===== config.mk =====
export PLATFORM = sky130hd
export DESIGN_NAME = lpddr3_dqsw_training_ctrl
export DESIGN_NICKNAME = d
export VERILOG_FILES = /design/src/rtl/lpddr3_dqsw_train_pkg.sv /design/src/rtl/lpddr3_dqsw_eye_sampler.sv /design/src/rtl/lpddr3_dqsw_training_ctrl.sv
export SDC_FILE = /design/constraint.sdc
export NUM_CORES = 1
export LEC_CHECK = 0
export ABC_CLOCK_PERIOD_IN_PS = 3300
export BUFFER_PORTS_ARGS = -buffer_cell sky130_fd_sc_hd__buf_2
export CAP_MARGIN = 10
export CORE_MARGIN = 4
export CORE_UTILIZATION = 54
export CTS_BUF_LIST = sky130_fd_sc_hd__clkbuf_8
export DETAILED_ROUTE_END_ITERATION = 10
export GPL_TIMING_DRIVEN = 0
export PLACE_DENSITY = 0.74
export SYNTH_ARGS = -nofsm -noshare
export SYNTH_HDL_FRONTEND = slang
export SYNTH_SLANG_ARGS = --single-unit

===== constraint.sdc =====
create_clock -name FAB_CLK -period 3.3 [get_ports FAB_CLK]
set_clock_uncertainty 0.1 [all_clocks]
set_input_delay 0.66 -clock FAB_CLK [delete_from_list [all_inputs] [get_ports FAB_CLK]]
set_output_delay 0.66 -clock FAB_CLK [all_outputs]
set_load 0.01 [all_outputs]

===== src/rtl/lpddr3_dqsw_train_pkg.sv =====
// Shared types and default parameters for the LPDDR3 DQSW270 lane training engine.
// Optional build macro used by the top level: DQSW_TRAIN_TAP_MAP_EN (per-tap pass map output).
package lpddr3_dqsw_train_pkg;

  localparam int DEF_NUM_TAPS      = 128;
  localparam int DEF_SETTLE_CYCLES = 8;
  localparam int DEF_SAMPLE_CYCLES = 16;
  localparam int DEF_MIN_WINDOW    = 4;

  typedef enum logic [3:0] {
    IDLE,
    LOAD,
    SETTLE,
    CLEAR,
    SAMPLE,
    EVAL,
    STEP,
    CHECK,
    CENTER,
    CSETTLE,
    FAIL_RET,
    DONE,
    FAIL
  } train_state_t;

endpackage


===== src/rtl/lpddr3_dqsw_eye_sampler.sv =====
// Settle/sample timer and eye-flag accumulator for the DQSW training engine.
// A start pulse launches either a settle wait (sample_mode=0) or an eye-flag
// accumulation window (sample_mode=1); done is high on the last cycle of the
// window and pass holds the result of the most recent accumulation.
module lpddr3_dqsw_eye_sampler
  import lpddr3_dqsw_train_pkg::*;
#(
  parameter int SETTLE_CYCLES = DEF_SETTLE_CYCLES,
  parameter int SAMPLE_CYCLES = DEF_SAMPLE_CYCLES
) (
  input  logic clk,
  input  logic rst,
  input  logic start,
  input  logic sample_mode,
  input  logic early,
  input  logic late,
  output logic done,
  output logic pass
);

  localparam int MAX_CYC = (SETTLE_CYCLES > SAMPLE_CYCLES) ? SETTLE_CYCLES : SAMPLE_CYCLES;
  localparam int CNT_W   = $clog2(MAX_CYC + 1);

  logic             busy;
  logic             mode_r;
  logic [CNT_W-1:0] cnt;
  logic             err;

  assign done = busy && (cnt == '0);

  // Window activity flag; reset drops any window in flight.
  always_ff @(posedge clk) begin
    if (rst) begin
      busy   <= 1'b0;
      mode_r <= 1'b0;
    end else if (start) begin
      busy   <= 1'b1;
      mode_r <= sample_mode;
    end else if (done) begin
      busy <= 1'b0;
    end
  end

  // Countdown and early/late OR-accumulation; pass is latched on the final sample cycle.
  always_ff @(posedge clk) begin
    if (start) begin
      cnt <= sample_mode ? CNT_W'(SAMPLE_CYCLES - 1) : CNT_W'(SETTLE_CYCLES - 1);
      err <= 1'b0;
    end else if (busy) begin
      err <= err | (mode_r & (early | late));
      if (cnt == '0) begin
        if (mode_r) pass <= !(err | early | late);
      end else begin
        cnt <= cnt - CNT_W'(1);
      end
    end
  end

endmodule


===== src/rtl/lpddr3_dqsw_training_ctrl.sv =====
// Fabric-side DQSW270 delay-line training engine: sweeps taps upward from 0,
// finds the first contiguous passing eye window, steps back to its centre.
// Optional build macro: DQSW_TRAIN_TAP_MAP_EN adds the TAP_PASS_MAP output.
module lpddr3_dqsw_training_ctrl
  import lpddr3_dqsw_train_pkg::*;
#(
  parameter int NUM_TAPS      = DEF_NUM_TAPS,
  parameter int TAP_W         = $clog2(NUM_TAPS),
  parameter int SETTLE_CYCLES = DEF_SETTLE_CYCLES,
  parameter int SAMPLE_CYCLES = DEF_SAMPLE_CYCLES,
  parameter int MIN_WINDOW    = DEF_MIN_WINDOW
) (
  input  logic             FAB_CLK,
  input  logic             SYNC_RST,
  input  logic             TRAIN_START,
  output logic             TRAIN_BUSY,
  output logic             TRAIN_DONE,
  output logic             TRAIN_FAIL,
  input  logic             EYE_MONITOR_EARLY,
  input  logic             EYE_MONITOR_LATE,
  input  logic             DELAY_LINE_OUT_OF_RANGE,
  output logic             DELAY_LINE_MOVE,
  output logic             DELAY_LINE_DIRECTION,
  output logic             DELAY_LINE_LOAD,
  output logic             EYE_MONITOR_CLEAR_FLAGS,
  output logic [TAP_W-1:0] LEFT_EDGE,
  output logic [TAP_W-1:0] RIGHT_EDGE,
  output logic [TAP_W-1:0] CENTER_TAP
`ifdef DQSW_TRAIN_TAP_MAP_EN
  ,
  output logic [NUM_TAPS-1:0] TAP_PASS_MAP
`endif
);

  localparam logic [TAP_W-1:0] LAST_TAP  = TAP_W'(NUM_TAPS - 1);
  localparam logic [TAP_W:0]   MIN_WIN_V = (TAP_W + 1)'(MIN_WINDOW);

  train_state_t     state, next_state;
  logic [TAP_W-1:0] tap;
  logic [TAP_W-1:0] remaining;
  logic             found;
  logic             dir_r;
  logic             start_ok;
  logic             center_move;
  logic             window_ok;
  logic [TAP_W:0]   win_w;
  logic [TAP_W-1:0] mid;
  logic             smp_start, smp_mode, smp_done, smp_pass;

  // Floor of the edge average, computed on a one-bit-wider sum so it cannot wrap.
  function automatic logic [TAP_W-1:0] mid_tap(input logic [TAP_W-1:0] a, input logic [TAP_W-1:0] b);
    logic [TAP_W:0] s;
    s = {1'b0, a} + {1'b0, b};
    return TAP_W'(s >> 1);
  endfunction

  assign start_ok    = TRAIN_START && (state == IDLE || state == DONE || state == FAIL);
  assign center_move = (state == CENTER) && (remaining != '0);
  assign win_w       = {1'b0, RIGHT_EDGE} - {1'b0, LEFT_EDGE} + (TAP_W + 1)'(1);
  assign window_ok   = found && (win_w >= MIN_WIN_V);
  assign mid         = mid_tap(LEFT_EDGE, RIGHT_EDGE);

  lpddr3_dqsw_eye_sampler #(
    .SETTLE_CYCLES (SETTLE_CYCLES),
    .SAMPLE_CYCLES (SAMPLE_CYCLES)
  ) u_sampler (
    .clk         (FAB_CLK),
    .rst         (SYNC_RST),
    .start       (smp_start),
    .sample_mode (smp_mode),
    .early       (EYE_MONITOR_EARLY),
    .late        (EYE_MONITOR_LATE),
    .done        (smp_done),
    .pass        (smp_pass)
  );

  // State register.
  always_ff @(posedge FAB_CLK) begin
    if (SYNC_RST) state <= IDLE;
    else          state <= next_state;
  end

  // Next-state decode and single-cycle IOD control pulses.
  always_comb begin
    next_state              = state;
    DELAY_LINE_MOVE         = 1'b0;
    DELAY_LINE_DIRECTION    = dir_r;
    DELAY_LINE_LOAD         = 1'b0;
    EYE_MONITOR_CLEAR_FLAGS = 1'b0;
    TRAIN_BUSY              = 1'b1;
    TRAIN_DONE              = 1'b0;
    TRAIN_FAIL              = 1'b0;
    smp_start               = 1'b0;
    smp_mode                = 1'b0;
    case (state)
      IDLE, DONE, FAIL: begin
        TRAIN_BUSY = 1'b0;
        TRAIN_DONE = (state == DONE);
        TRAIN_FAIL = (state == FAIL);
        if (TRAIN_START) next_state = LOAD;
      end
      LOAD: begin
        DELAY_LINE_LOAD = 1'b1;
        smp_start       = 1'b1;
        next_state      = SETTLE;
      end
      SETTLE:  if (smp_done) next_state = CLEAR;
      CLEAR: begin
        EYE_MONITOR_CLEAR_FLAGS = 1'b1;
        smp_start               = 1'b1;
        smp_mode                = 1'b1;
        next_state              = SAMPLE;
      end
      SAMPLE:  if (smp_done) next_state = EVAL;
      EVAL: begin
        if ((!smp_pass && found) || tap == LAST_TAP || DELAY_LINE_OUT_OF_RANGE) next_state = CHECK;
        else                                                                    next_state = STEP;
      end
      STEP: begin
        DELAY_LINE_MOVE      = 1'b1;
        DELAY_LINE_DIRECTION = 1'b1;
        smp_start            = 1'b1;
        next_state           = SETTLE;
      end
      CHECK:   next_state = window_ok ? CENTER : FAIL_RET;
      CENTER: begin
        if (center_move) begin
          DELAY_LINE_MOVE      = 1'b1;
          DELAY_LINE_DIRECTION = 1'b0;
          smp_start            = 1'b1;
          next_state           = CSETTLE;
        end else begin
          next_state = DONE;
        end
      end
      CSETTLE: if (smp_done) next_state = CENTER;
      FAIL_RET: begin
        DELAY_LINE_LOAD = 1'b1;
        next_state      = FAIL;
      end
      default: next_state = IDLE;
    endcase
  end

  // Tap tracking, edge capture and centring arithmetic.
  always_ff @(posedge FAB_CLK) begin
    if (SYNC_RST) begin
      tap        <= '0;
      remaining  <= '0;
      found      <= 1'b0;
      dir_r      <= 1'b0;
      LEFT_EDGE  <= '0;
      RIGHT_EDGE <= '0;
      CENTER_TAP <= '0;
    end else begin
      case (state)
        IDLE, DONE, FAIL: begin
          if (start_ok) begin
            tap        <= '0;
            found      <= 1'b0;
            LEFT_EDGE  <= '0;
            RIGHT_EDGE <= '0;
            CENTER_TAP <= '0;
          end
        end
        EVAL: begin
          if (smp_pass) begin
            if (!found) begin
              LEFT_EDGE <= tap;
              found     <= 1'b1;
            end
            RIGHT_EDGE <= tap;
          end
        end
        STEP: begin
          tap   <= tap + TAP_W'(1);
          dir_r <= 1'b1;
        end
        CHECK: begin
          if (window_ok) begin
            CENTER_TAP <= mid;
            remaining  <= tap - mid;
          end
        end
        CENTER: begin
          if (center_move) begin
            remaining <= remaining - TAP_W'(1);
            tap       <= tap - TAP_W'(1);
            dir_r     <= 1'b0;
          end
        end
        FAIL_RET: CENTER_TAP <= '0;
        default: ;
      endcase
    end
  end

`ifdef DQSW_TRAIN_TAP_MAP_EN
  // Per-tap pass record, rebuilt on every accepted start.
  always_ff @(posedge FAB_CLK) begin
    if (SYNC_RST || start_ok)         TAP_PASS_MAP      <= '0;
    else if (state == EVAL && smp_pass) TAP_PASS_MAP[tap] <= 1'b1;
  end
`endif

endmodule

# --- Word-level counts from Yosys, hierarchy flattened ---
# Cells that the tools add are included.
totals:
  regBits: 50
  ram_bits: 0
  latchBits: 0
  mem_bits_ro: 0
  output_inout_bits: 28
  n_memories: 0
  word_cells: 123
  in_bits: 6
op_classes:
  div_mod_pow: 0
  n_eq_ne: 23
  add_sub_neg: 8
  n_lt_le_gt_ge: 1
  n_mux: 40
  n_reduce_logical: 32
  bitwise: 6
  shifts: 0
  n_mul: 0
ops:
  columns: ["operator", "count"]
  rows:
  - ["2-to-1 mux 7 bit", 8]
  - ["case mux 7 bit (2 select lines)", 3]
  - ["case mux 7 bit (3 select lines)", 2]
  - ["case mux 4 bit (10 select lines)", 1]
  - ["== test 4 bit, second input constant", 5]
  - ["2-to-1 mux 4 bit", 5]
  - ["!= test 2 bit, second input constant", 9]
  - ["== test 4 x 3 -> 1 bit, second input constant", 4]
  - ["2-to-1 mux 5 bit", 3]
  - ["subtractor 7 x 1 -> 7 bit, second input constant", 2]
  - ["2-to-1 mux 1 bit", 12]
  - ["AND reduction 3 bit", 4]
  - ["AND reduction 4 bit", 3]
  - ["adder 7 x 7 -> 8 bit", 1]
  - ["adder 8 x 1 -> 8 bit, second input constant", 1]
  - ["== test 4 x 2 -> 1 bit, second input constant", 2]
  - [">= comparator 8 x 3 -> 1 bit, second input constant", 1]
  - ["case mux 1 bit (2 select lines)", 4]
  - ["nonzero test 2 bit", 4]
  - ["subtractor 7 x 7 -> 8 bit", 1]
  - ["adder 7 x 1 -> 7 bit, second input constant", 1]
  - ["== test 7 bit, second input constant", 1]
  - ["nonzero test 7 bit", 1]
  - ["subtractor 7 bit", 1]
  - ["other kinds (16)", 31]

# --- Logic depth before layout (Yosys ltp) ---
# Gate-level depths: netlist of run 1.
depth:
  depth_word: 6
  depth_mapped: 14
  mapped_depth_nobuf: 14

# --- Modules after synthesis ---
# From an unflattened synthesis of run 1, not the netlist that was laid out.
hier_totals:
  hier_cells: 404
  area_unflattened_um2: 3565.9
modules_own_cells:
  columns: ["module", "seq_area_each_um2", "n_inst", "cells_per_inst", "area_per_inst_um2"]
  rows:
  - ["lpddr3_dqsw_training_ctrl", 820.8, 1, 369, 3139.3]
  - ["lpddr3_dqsw_eye_sampler", 240.2, 1, 35, 426.7]

# --- Worst setup path before layout of run 1 ---
# OpenSTA, ideal clock, no wires.
synth_timing:
  path_type: "reg2reg"
  from: "register RIGHT_EDGE[1]"
  to: "register CENTER_TAP[0]"
  path_buffers: 1
  period_less_slack_ns: 3.066
  t_arrival_ns: 2.823
  required_time_ns: 3.056
  setup_time_ns: 0.144
  path_stages_with_launch: 13
  path_slack_ns: 0.234
  cell_sequence: "dfxtp_1 -> inv_1 -> ha_1 -> inv_1 -> ha_1 -> fa_1 -> xor2_1 -> a211o_1 -> a211o_1 -> o21ai_0 -> or2_2 -> buf_6 -> o32ai_1"
synth_between:
  elab_chain_len: 6
  word_cells_on_any_way: 9
  cone_classes: "3 x add/sub; 1 x order compare; 1 x eq/ne; 2 x mux; 2 x reduce/logical"
synth_lines:
  columns: ["item", "line_no", "rtl"]
  rows:
  - ["from (decl)", "lpddr3_dqsw_training_ctrl.sv:27", "output logic [TAP_W-1:0] RIGHT_EDGE,"]
  - ["from (signal assigned)", "lpddr3_dqsw_training_ctrl.sv:172", "RIGHT_EDGE <= tap;"]
  - ["subtractor 7 x 7 -> 8 bit", "lpddr3_dqsw_training_ctrl.sv:59", "assign win_w = {1'b0, RIGHT_EDGE} - {1'b0, LEFT_EDGE} + (TAP_W + 1)'(1);"]
  - ["adder 8 x 1 -> 8 bit", "lpddr3_dqsw_training_ctrl.sv:59", null]
  - [">= comparator 8 x 3 -> 1 bit", "lpddr3_dqsw_training_ctrl.sv:60", "assign window_ok = found && (win_w >= MIN_WIN_V);"]
  - ["logical AND 1 bit", "lpddr3_dqsw_training_ctrl.sv:60", null]
  - ["!= test 2 bit (no line)", null, null]
  - ["AND reduction 3 bit (no line)", null, null]
  - ["to (signal assigned)", "lpddr3_dqsw_training_ctrl.sv:181", "CENTER_TAP <= mid;"]
  - ["to (decl)", "lpddr3_dqsw_training_ctrl.sv:28", "output logic [TAP_W-1:0] CENTER_TAP"]
# Several ways; a longest one is shown, not always the timed one. The select of a mux whose other input is x is not followed.
# A chain may end at the register's enable or synchronous reset.

# --- Worst setup path in the final report of run 1 ---
layout_timing:
  from: "register RIGHT_EDGE[1]"
  to: "register remaining[0]"
layout_between:
  elab_chain_len: 6
  word_cells_on_any_way: 10
  cone_classes: "4 x add/sub; 1 x order compare; 1 x eq/ne; 2 x mux; 2 x reduce/logical"
layout_lines:
  columns: ["item", "line_no", "rtl"]
  rows:
  - ["subtractor 7 x 7 -> 8 bit", "lpddr3_dqsw_training_ctrl.sv:59", null]
  - ["adder 8 x 1 -> 8 bit", "lpddr3_dqsw_training_ctrl.sv:59", null]
  - [">= comparator 8 x 3 -> 1 bit", "lpddr3_dqsw_training_ctrl.sv:60", null]
  - ["logical AND 1 bit", "lpddr3_dqsw_training_ctrl.sv:60", null]
  - ["!= test 2 bit (no line)", null, null]
  - ["AND reduction 3 bit (no line)", null, null]
  - ["to (signal assigned)", "lpddr3_dqsw_training_ctrl.sv:182", "remaining <= tap - mid;"]
  - ["to (signal assigned)", "lpddr3_dqsw_training_ctrl.sv:187", "remaining <= remaining - TAP_W'(1);"]
  - ["to (decl)", "lpddr3_dqsw_training_ctrl.sv:40", "logic [TAP_W-1:0] remaining;"]
# Several ways; a longest one is shown, not always the timed one. The select of a mux whose other input is x is not followed.

==> results.json, run 1 <==
{
  "status": "finished, final reports clean",
  "use_met2_pct": 37.9,
  "synthMuxAreaShare_pct": 4.86,
  "seq_area_frac_synth_pct": 29.8,
  "synthAdderAreaFrac_pct": 14.2,
  "clockPowerShare_pct": 33.1,
  "synth_xor_area_share_pct": 4.12,
  "route.detailed.drc": 0,
  "p_sw_uw": 395,
  "p_leak_nw": 1.74,
  "hold_buffers": 0,
  "final_layout_size_suffix_gt1_share_pct": 12.9,
  "drt_iter0_markers": 150,
  "sw_frac_of_total_pct": 29.0,
  "synth_top_family_by_area": "simple AND/OR/NAND/NOR gates",
  "nets": 517,
  "final_util_pct": 62.4,
  "ir_worst_vdd_mv": 0.290,
  "fin_crit_ns": 3.22,
  "startpoint_type": "register",
  "crit_path_end_kind": "register",
  "antenna_left": 0,
  "synth-compound-area-share_pct": 20.0,
  "placementRows": 29,
  "max_freq_mhz": 311,
  "use_met3_pct": 3.41,
  "cts.htree.levels": 2,
  "crit_required_ns": 3.45,
  "grt_pass1_wl_mm": 14.2,
  "yosysTopAreaCellShare_pct": 24.8,
  "combPwrFrac_pct": 17.2,
  "grt_max_degree": 17,
  "clk_latency_ns": 0.31,
  "grt_remaining_overflow": 0,
  "pre_cts_ws_ns": -0.204,
  "antennaDiodeCount": 0,
  "layout_setup_ws_ns": 0.0813,
  "die_area_sq_um": 7950,
  "synthSimpleGateAreaFrac_pct": 20.9,
  "wl_per_cell_um": 16.0,
  "synth-edff-count": 6,
  "finalMaxSlewViolations": 0,
  "numCtsBuffers": 5,
  "top_usage_layer": "met2",
  "cap_violations": 0,
  "synthTopCellsByCount": "nor2_1 (63), dfxtp_1 (44), inv_1 (37)",
  "grt_pass1_vias": 3016,
  "synthCells": 431,
  "met1_usage_pct": 31.0,
  "synthTopCellsByArea": "dfxtp_1 (25%), ha_1 (12%), nor2_1 (6.7%)",
  "hpwlAfterDp_mm": 6.61,
  "cts_sinks": 50,
  "path_class": "reg2reg",
  "syn2layout_area_growth_pct": 12.1,
  "grt_antenna_before_repair": 0,
  "drt_pre_antenna_iters": 5,
  "wl_mm": 8.81,
  "worstPathMaxFanout": 6,
  "async_flop_share_pct": 0,
  "syn_area_sq_um": 3550,
  "yosys_warnings": 0,
  "die_w_um": 89.1,
  "finalHoldViolCount": 0,
  "ios": 34,
  "die_h_um": 89.1,
  "initial_core_util_pct": 55.7,
  "hold_ws_ns": 0.373,
  "numPortBuffers": 33,
  "syn-num-nets": 475,
  "syn_area_per_cell_sq_um": 8.25,
  "n_fill_cell": 567,
  "power_frac_seq_pct": 49.6,
  "powerDensity_nw_per_um2": 342,
  "hold_class": "reg2reg",
  "vias": 3257,
  "synth_cell_types": 56,
  "synth_largest_area_cell": "dfxtp_1",
  "setup_viol": 0,
  "avgViaCountPerCell": 5.91,
  "ys_seq_elements": 50,
  "cp_data_arrival_time_ns": 3.37,
  "cts_tree": "done",
  "rsz0062_at_grt": "yes",
  "gp_congestion": 0.885,
  "synth_ff_type": "dfxtp_1",
  "cts_root_buffer": "clkbuf_8",
  "stdcell_area_sq_um": 3990,
  "placed_area_sq_um": 3820,
  "synth.most_common_cell": "nor2_1",
  "slew_headroom_pct": 56.8,
  "cts_buffer_depth": 2,
  "cts.clk_slew.worst_paths_ns": 0.10,
  "grtUsageTotal_pct": 22.9,
  "worstMarginPinSlew_ns": 0.648,
  "finalCritPeriodShare_pct": 97.5,
  "p_int_uw": 968,
  "coreArea_sq_um": 6390
}
-- stage by stage --
step | total power [mW] | std cells | TNS, ns
floorplan | 0.858 | 431 | 0
global placement | 0.916 | 541 | -0.607
detailed placement | 0.917 | 541 | -1.41
CTS | 1.37 | 549 | 0
global route | 1.43 | 551 | -0.0968
finish | 1.36 | 551 | 0
-- worst max-delay path, stage by stage (launching register included) --
cell	delay [ns]
dfxtp_2	0.40
inv_1	0.06
ha_1	0.29
inv_1	0.05
ha_1	0.23
fa_1	0.45
xor2_1	0.19
a211o_1	0.27
a211o_1	0.36
a211oi_4	0.38
buf_4	0.18
a21oi_1	0.06
a21oi_1	0.14
-- state kept, by name, summed over array words and instances, names as in the netlist, 4 cells and up --
| register | cells |
|---|---|
| CENTER_TAP | 7 |
| LEFT_EDGE | 7 |
| RIGHT_EDGE | 7 |
| remaining | 7 |
| state | 4 |
| tap | 7 |
| u_sampler.cnt | 5 |
-- kinds of logic after synthesis --
family	count (synthesis)
compound gates	103
fa+ha+maj	38
mux	17
flops	50
buf+inv	55
xor+xnor	15
simple gates	153
-- cell usage in the layout, fill, tap and decap left out, types with 6 or more instances in the layout --
| cell | count |
|---|---|
| inv_1 | 37 |
| dfxtp_1 | 42 |
| nor3_1 | 10 |
| clkbuf_1 | 14 |
| o21ai_0 | 10 |
| o32ai_1 | 8 |
| ha_1 | 33 |
| and2_1 | 8 |
| nand2b_1 | 8 |
| edfxtp_1 | 6 |
| nor2_1 | 63 |
| mux2i_1 | 15 |
| buf_2 | 33 |
| a21oi_1 | 28 |
| nor2b_1 | 9 |
| o21a_1 | 6 |
| nand2_1 | 24 |
| nand3_1 | 6 |
| xor2_1 | 6 |
| xnor2_1 | 8 |
-- timing repair --
item                       in CTS  in global routing
setup buffers                   0                  3
pin swaps                       0                  4
setup endpoints to repair       9                 15
gates resized for setup         2                 10
cloned                          0                  0
-- cell type report --
type | instances | area, sq um | area share, %
multi-input cells | 326 | 2310 | 58.0
flip-flops and latches | 50 | 1060 | 26.7
repair buffers | 36 | 188 | 4.71
inverters | 38 | 146 | 3.67
well taps | 77 | 96.3 | 2.42
clock buffers | 5 | 68.8 | 1.73
plain buffers | 16 | 67.6 | 1.70
clock inverters | 3 | 43.8 | 1.10
-- per-layer routing --
metal / up-vias / routed length, um / share of wire [%]
li1: 1610 / - / -
met4: 0 / 117 / 1.3
met1: 1525 / 4070 / 46
met5: - / 0 / 0
met2: 103 / 4180 / 47
met3: 19 / 448 / 5.1
-- power by group through the flow --
stage                     Combinational (mW)  Sequential, mW  Clock (mW)
after floorplan                        0.174           0.684           0
after global placement                 0.227           0.689           0
after detailed placement               0.227           0.690           0
after CTS                              0.230           0.676       0.463
after global routing                   0.262           0.681       0.482
final                                  0.235           0.677       0.452
-- final timing paths --
kind | from | to | slack (ns) | cells past startpoint
hold / removal | CENTER_TAP[0]$_SDFFE_PP0P_ | CENTER_TAP[0]$_SDFFE_PP0P_ | 0.37 | 2
setup reg to reg | RIGHT_EDGE[1]$_SDFFE_PP0P_ | remaining[0]$_SDFFE_PP0P_ | 0.08 | 12
setup / recovery | RIGHT_EDGE[1]$_SDFFE_PP0P_ | remaining[0]$_SDFFE_PP0P_ | 0.08 | 12
hold reg to reg | CENTER_TAP[0]$_SDFFE_PP0P_ | CENTER_TAP[0]$_SDFFE_PP0P_ | 0.37 | 2
(Power assumes the default switching activity.)
==> inputs of run 2 (changes only) <==
--- a/config.mk
+++ b/config.mk
@@ -5,7 +5,6 @@
 export SDC_FILE = /design/constraint.sdc
 export NUM_CORES = 1
 export LEC_CHECK = 0
-export ABC_CLOCK_PERIOD_IN_PS = 3300
 export BUFFER_PORTS_ARGS = -buffer_cell sky130_fd_sc_hd__buf_2
 export CAP_MARGIN = 10
 export CORE_MARGIN = 4
@@ -14,6 +13,7 @@
 export DETAILED_ROUTE_END_ITERATION = 10
 export GPL_TIMING_DRIVEN = 0
 export PLACE_DENSITY = 0.74
+export REMOVE_ABC_BUFFERS = 1
 export SYNTH_ARGS = -nofsm -noshare
 export SYNTH_HDL_FRONTEND = slang
 export SYNTH_SLANG_ARGS = --single-unit
==> run 2 against run 1 <==
Effect of this change:
- sequential power increased by 3.7%
- critical endpoint is now remaining[3]$_SDFFE_PP0P_
- first-iteration DRC count increased by 1.3%
- register-to-register slack improved by 0.02 ns
- cell count decreased by 3.1%
- sequential share of layout area increased by 0.41 points
- largest cell class unchanged
==> results.json, run 2 (synthesis gave the netlist of run 1 again) <==
{
  "status": "finished, final reports clean",
  "r2r_cells": 11,
  "top_usage_layer": "met2",
  "n_fill_cell": 556,
  "numCtsBuffers": 5,
  "coreArea_sq_um": 6390,
  "initial_core_util_pct": 55.7,
  "crit_path_end_kind": "register",
  "worstHoldPathCells": 2,
  "die_area_sq_um": 7950,
  "sw_frac_of_total_pct": 30.6,
  "p_leak_nw": 1.73,
  "gp_congestion": 0.816,
  "nets": 500,
  "die_w_um": 89.1,
  "cp_slowest_cell": "fa_1",
  "numPortBuffers": 33,
  "worst-path-buf-inv": 2,
  "pre_cts_ws_ns": -0.329,
  "fin_tns_setup_ns": 0,
  "finalCritPeriodShare_pct": 97.0,
  "stdcell_area_sq_um": 3940,
  "finalHoldViolCount": 0,
  "placementRows": 29,
  "crit_required_ns": 3.37,
  "wl_mm": 7.92,
  "hold_class": "reg2reg",
  "max_stage_delay_ns": 0.42,
  "path_class": "reg2reg",
  "power_frac_seq_pct": 54.3,
  "hold_buffers": 0,
  "multiInputGateArea_sq_um": 2350,
  "grt_pass1_vias": 2811,
  "slew_headroom_pct": 45.0,
  "layout_common_cells": "nor2_1 (63), dfxtp_1 (39), inv_1 (37)",
  "ios": 34,
  "startpoint_type": "register",
  "cts_root_buffer": "clkbuf_8",
  "antennaDiodeCount": 0,
  "max_freq_mhz": 313,
  "whs_endpoint": "CENTER_TAP[4]$_SDFFE_PP0P_",
  "avgViaCountPerCell": 5.76,
  "cts_tree": "done",
  "cts.htree.levels": 2,
  "grt_pass1_wl_mm": 13.0,
  "ir_worst_vdd_mv": 0.249,
  "ff2ff_setup_slack_ns": 0.10,
  "powerDensity_nw_per_um2": 328,
  "clockPowerShare_pct": 29.3,
  "layout_setup_ws_ns": 0.100,
  "grt_antenna_before_repair": 0,
  "grtUsageTotal_pct": 20.6,
  "setup_viol": 0,
  "worstMarginPinSlew_ns": 0.824,
  "hold_ws_ns": 0.370,
  "p_sw_uw": 395,
  "antenna_left": 0,
  "p_int_uw": 895,
  "fin_crit_ns": 3.20,
  "drt_iter0_markers": 152,
  "wl_per_cell_um": 14.8,
  "cts_sinks": 50,
  "stdcell_count": 534,
  "cts_buffer_depth": 2,
  "cts.clk_slew.worst_paths_ns": 0.10,
  "placed_area_sq_um": 3740,
  "combPwrFrac_pct": 16.3,
  "use_met2_pct": 35.2,
  "clk_latency_ns": 0.31,
  "cap_violations": 0,
  "use_met3_pct": 2.86,
  "die_h_um": 89.1,
  "regToRegStartpoint": "RIGHT_EDGE[1]$_SDFFE_PP0P_",
  "cp_top_family": "compound AO/OA/AOI/OAI gates",
  "crit_chain": "inv_1, ha_1, inv_1, ha_1, fa_1, xor2_1, a211o_1, a211o_2, a211oi_4, mux2i_1, a21oi_1",
  "worstPathMaxFanout": 7,
  "final_layout_size_suffix_gt1_share_pct": 14.4,
  "syn2layout_area_growth_pct": 10.8,
  "grt_max_degree": 43,
  "met1_usage_pct": 27.1,
  "final_common_cell": "nor2_1",
  "vias": 3074,
  "seq_area_sq_um": 1070,
  "place_inst": 524,
  "grt_remaining_overflow": 0,
  "drt_pre_antenna_iters": 4,
  "cp_data_arrival_time_ns": 3.27,
  "route.detailed.drc": 0,
  "finalMaxSlewViolations": 0,
  "hpwlAfterDp_mm": 5.73,
  "min_from": "CENTER_TAP[4]$_SDFFE_PP0P_",
  "worstReg2RegEnd": "remaining[3]$_SDFFE_PP0P_"
}
==> run 2: changes by cell type in the layout (fill, tap and decap cells not counted), moves of 3 or more <==
cell and change:
dfxtp_1 -3, xnor2_2 +3, dfxtp_2 +3, xnor2_1 -3
clkbuf_1 -14
==> run 2: routing by layer <==
| metal | vias to the layer above | part of all wire [%] |
|---|---|---|
| met1 | 1422 | 48 |
| met3 | 10 | 3.7 |
| li1 | 1577 | - |
| met5 | - | 0 |
| met2 | 65 | 47 |
| met4 | 0 | 1.5 |
==> run 2: stage by stage <==
step	power [mW]	utilization [%]
floorplan	0.845	-
detailed placement	0.909	58.6
global route	1.35	61.7
finish	1.29	61.7
CTS	1.28	60.5
global placement	0.903	58.6
==> run 2: worst max path at each step <==
stage / to / start / cells after the start
floorplan: CENTER_TAP[0]$_SDFFE_PP0P_ / RIGHT_EDGE[1]$_SDFFE_PP0P_ / 11
global placement: tap[6]$_SDFFE_PP0P_ / state[0]$_SDFFE_PP0P_ / 10
detailed placement: tap[6]$_SDFFE_PP0P_ / state[0]$_SDFFE_PP0P_ / 10
CTS: remaining[3]$_SDFFE_PP0P_ / RIGHT_EDGE[1]$_SDFFE_PP0P_ / 11
global route: remaining[1]$_SDFFE_PP0P_ / RIGHT_EDGE[1]$_SDFFE_PP0P_ / 11
finish: remaining[3]$_SDFFE_PP0P_ / RIGHT_EDGE[1]$_SDFFE_PP0P_ / 11
==> run 2: area by class of cell <==
type / count / share of cell area [%]
Clock buffer: 5 / 1.75
Multi-Input combinational cell: 326 / 59.6
Inverter: 38 / 3.65
Clock inverter: 3 / 0.540
Timing Repair Buffer: 35 / 4.89
Sequential cell: 50 / 27.1
Tap cell: 77 / 2.45
==> run 2: tightest hold or removal path, cell delays in order (launching register included) <==
cell and delay (ns):
dfxtp_1 0.32, inv_1 0.04, o32ai_1 0.07
==> run 2: power by group through the flow <==
stage,combinational [mW],sequential [mW],clock [mW]
2_1_floorplan,0.146,0.699,0
3_3_place_gp,0.193,0.711,0
3_5_place_dp,0.197,0.713,0
4_1_cts,0.202,0.700,0.380
5_1_grt,0.236,0.707,0.412
6_report,0.211,0.702,0.379
==> run 2: timing repair <==
action                                  CTS  global route
setup buffers                             0             2
endpoints found under the setup margin   11            15
pin swaps                                 0             2
resized for setup                         9            11
==> inputs of run 3 (changes only) <==
--- a/config.mk
+++ b/config.mk
@@ -16,4 +16,5 @@
 export REMOVE_ABC_BUFFERS = 1
 export SYNTH_ARGS = -nofsm -noshare
 export SYNTH_HDL_FRONTEND = slang
+export SYNTH_HIERARCHICAL = 1
 export SYNTH_SLANG_ARGS = --single-unit
==> run 3 against run 2 <==
Effect of this change:
- synthesized cell count down 6.3%
- first-iteration DRC count up 51%
- synthesized area up 0.32%
- sequential share of layout area up 0.060 points
- routed wire length up 2.0%
- combinational power up 100%
- critical path depth unchanged
- non-clock buffer count down 1
- core utilization down 0.35 points
- critical endpoint is now remaining[2]$_SDFFE_PP0P_
- largest cell class unchanged
- highest routed layer unchanged
==> results.json, run 3 <==
{
  "status": "finished, final reports clean",
  "antennaDiodeCount": 0,
  "startpoint": "RIGHT_EDGE[1]$_SDFFE_PP0P_",
  "startpoint_type": "register",
  "vias": 3085,
  "final_layout_size_suffix_gt1_share_pct": 14.5,
  "cts.htree.levels": 2,
  "min_from": "CENTER_TAP[5]$_SDFFE_PP0P_",
  "cts.clk_slew.worst_paths_ns": 0.10,
  "synth-compound-area-share_pct": 25.1,
  "syn_area_sq_um": 3570,
  "synth_xor_area_share_pct": 4.42,
  "fin_tns_setup_ns": 0,
  "die_h_um": 89.3,
  "synth_top_family_by_area": "compound AO/OA/AOI/OAI gates",
  "worstPathMaxFanout": 6,
  "ios": 34,
  "grt_pass1_vias": 2894,
  "crit_end": "remaining[2]$_SDFFE_PP0P_",
  "grt_pass1_wl_mm": 13.8,
  "regToRegStartpoint": "RIGHT_EDGE[1]$_SDFFE_PP0P_",
  "crit_required_ns": 3.43,
  "seq_area_frac_synth_pct": 29.8,
  "cts_buffer_depth": 2,
  "wl_per_cell_um": 15.8,
  "hold_ws_ns": 0.368,
  "r2r_cells": 11,
  "syn2layout_area_growth_pct": 9.82,
  "worstMarginPinSlew_ns": 0.949,
  "synth-edff-count": 6,
  "grtUsageTotal_pct": 22.0,
  "grt_remaining_overflow": 0,
  "fin_crit_ns": 3.13,
  "route.detailed.drc": 0,
  "rsz0062_at_grt": "no",
  "nets": 477,
  "wl_mm": 8.07,
  "synth_largest_area_cell": "dfxtp_1",
  "cp_data_arrival_time_ns": 3.26,
  "grt_antenna_before_repair": 0,
  "drt_pre_antenna_iters": 4,
  "finalMaxSlewViolations": 0,
  "cap_violations": 0,
  "async_flop_share_pct": 0,
  "yosys_warnings": 6,
  "syn_area_per_cell_sq_um": 8.83,
  "slew_headroom_pct": 36.4,
  "placementRows": 29,
  "numPortBuffers": 33,
  "ys_seq_elements": 50,
  "drt_iter0_markers": 229,
  "synthTopCellsByCount": "dfxtp_1 (44), nor2_1 (36), ha_1 (35)",
  "synthAdderAreaFrac_pct": 14.5,
  "path_class": "reg2reg",
  "synth_ff_type": "dfxtp_1",
  "hold_buffers": 0,
  "cts_root_buffer": "clkbuf_8",
  "synthMuxAreaShare_pct": 1.47,
  "hold_class": "reg2reg",
  "synth_cell_types": 67,
  "synthTopCellsByArea": "dfxtp_1 (25%), ha_1 (12%), edfxtp_1 (5.1%)",
  "cts_sinks": 50,
  "gp_congestion": 0.838,
  "layout_common_cells": "dfxtp_1 (42), nor2_1 (36), ha_1 (34)",
  "powerDensity_nw_per_um2": 430,
  "worstHoldPathCells": 1,
  "avgViaCountPerCell": 6.05,
  "cts_tree": "done",
  "finalHoldViolCount": 0,
  "crit_path_end_kind": "register",
  "die_w_um": 89.3,
  "numCtsBuffers": 5,
  "grt_max_degree": 36,
  "finalCritPeriodShare_pct": 94.8,
  "final_common_cell": "dfxtp_1",
  "initial_core_util_pct": 55.8,
  "clk_latency_ns": 0.32,
  "finalPower_mw": 1.69,
  "synth.most_common_cell": "dfxtp_1",
  "worstReg2RegEnd": "remaining[2]$_SDFFE_PP0P_",
  "antenna_left": 0,
  "ff2ff_setup_slack_ns": 0.17,
  "setup_viol": 0,
  "synthCells": 404,
  "die_area_sq_um": 7970,
  "max_freq_mhz": 320,
  "yosysTopAreaCellShare_pct": 24.7,
  "synthSimpleGateAreaFrac_pct": 20.4,
  "ir_worst_vdd_mv": 0.364,
  "coreArea_sq_um": 6390,
  "p_leak_nw": 1.65,
  "hpwlAfterDp_mm": 5.98
}
-- run 3: repair_timing --
action / 4_1_cts / 5_1_grt
endpoints found under the setup margin: 0 / 15
setup buffers: 0 / 1
resized for setup: 0 / 9
-- run 3: metal layers --
metal  up-vias  GRT usage (%)  share of wire, %
met4         0           5.01               1.1
met5         -              0                 0
met2        61           34.9                46
met1      1464           31.7                48
li1       1552              -                 -
met3         8           3.32               5.0
-- run 3: critical path, stage by stage, from the launching register on --
cell	delay [ns]
dfxtp_2	0.41
inv_1	0.06
ha_1	0.28
inv_1	0.04
ha_1	0.22
fa_2	0.38
nor2b_1	0.15
a2111o_1	0.45
nor3_4	0.19
a21oi_2	0.14
or3_1	0.39
a221oi_2	0.22
-- run 3: cell type report --
class | count | area [sq um]
clock buffer | 5 | 68.8
clock inverter | 3 | 47.5
fill | 558 | 2470
inverter | 27 | 101
multi-input combinational | 314 | 2370
sequential | 50 | 1060
tap | 77 | 96.3
timing repair buffer | 34 | 173
-- run 3: worst min path at each step --
stage	end	slack, ns
after floorplan	u_sampler/mode_r$_SDFFE_PP0P_	0.38
after global placement	CENTER_TAP[3]$_SDFFE_PP0P_	0.34
after detailed placement	CENTER_TAP[1]$_SDFFE_PP0P_	0.34
after CTS	CENTER_TAP[1]$_SDFFE_PP0P_	0.37
after global routing	CENTER_TAP[5]$_SDFFE_PP0P_	0.38
final	CENTER_TAP[5]$_SDFFE_PP0P_	0.37
-- run 3: report_power, final --
part	switching, mW	internal (mW)
Combinational	0.245	0.186
Clock	0.233	0.232
Sequential	0.0994	0.692
-- run 3: cells by family after synthesis --
group,count (synthesis)
AO/OA/AOI/OAI,124
XOR/XNOR,18
adder cells (fa/ha/maj),39
buffers and inverters,40
flip-flops,50
multiplexers,5
AND/OR/NAND/NOR,128
-- run 3: per-stage QoR --
stage	cell area, sq um	util [%]	std cells	setup WS, ns
final	3920	61.3	510	0.173
after global routing	3920	61.3	510	0.00170
after CTS	3890	60.9	509	0.0506
after detailed placement	3770	59.1	501	0.0892
after global placement	3770	59.1	501	0.134
after floorplan	3510	-	391	0.284
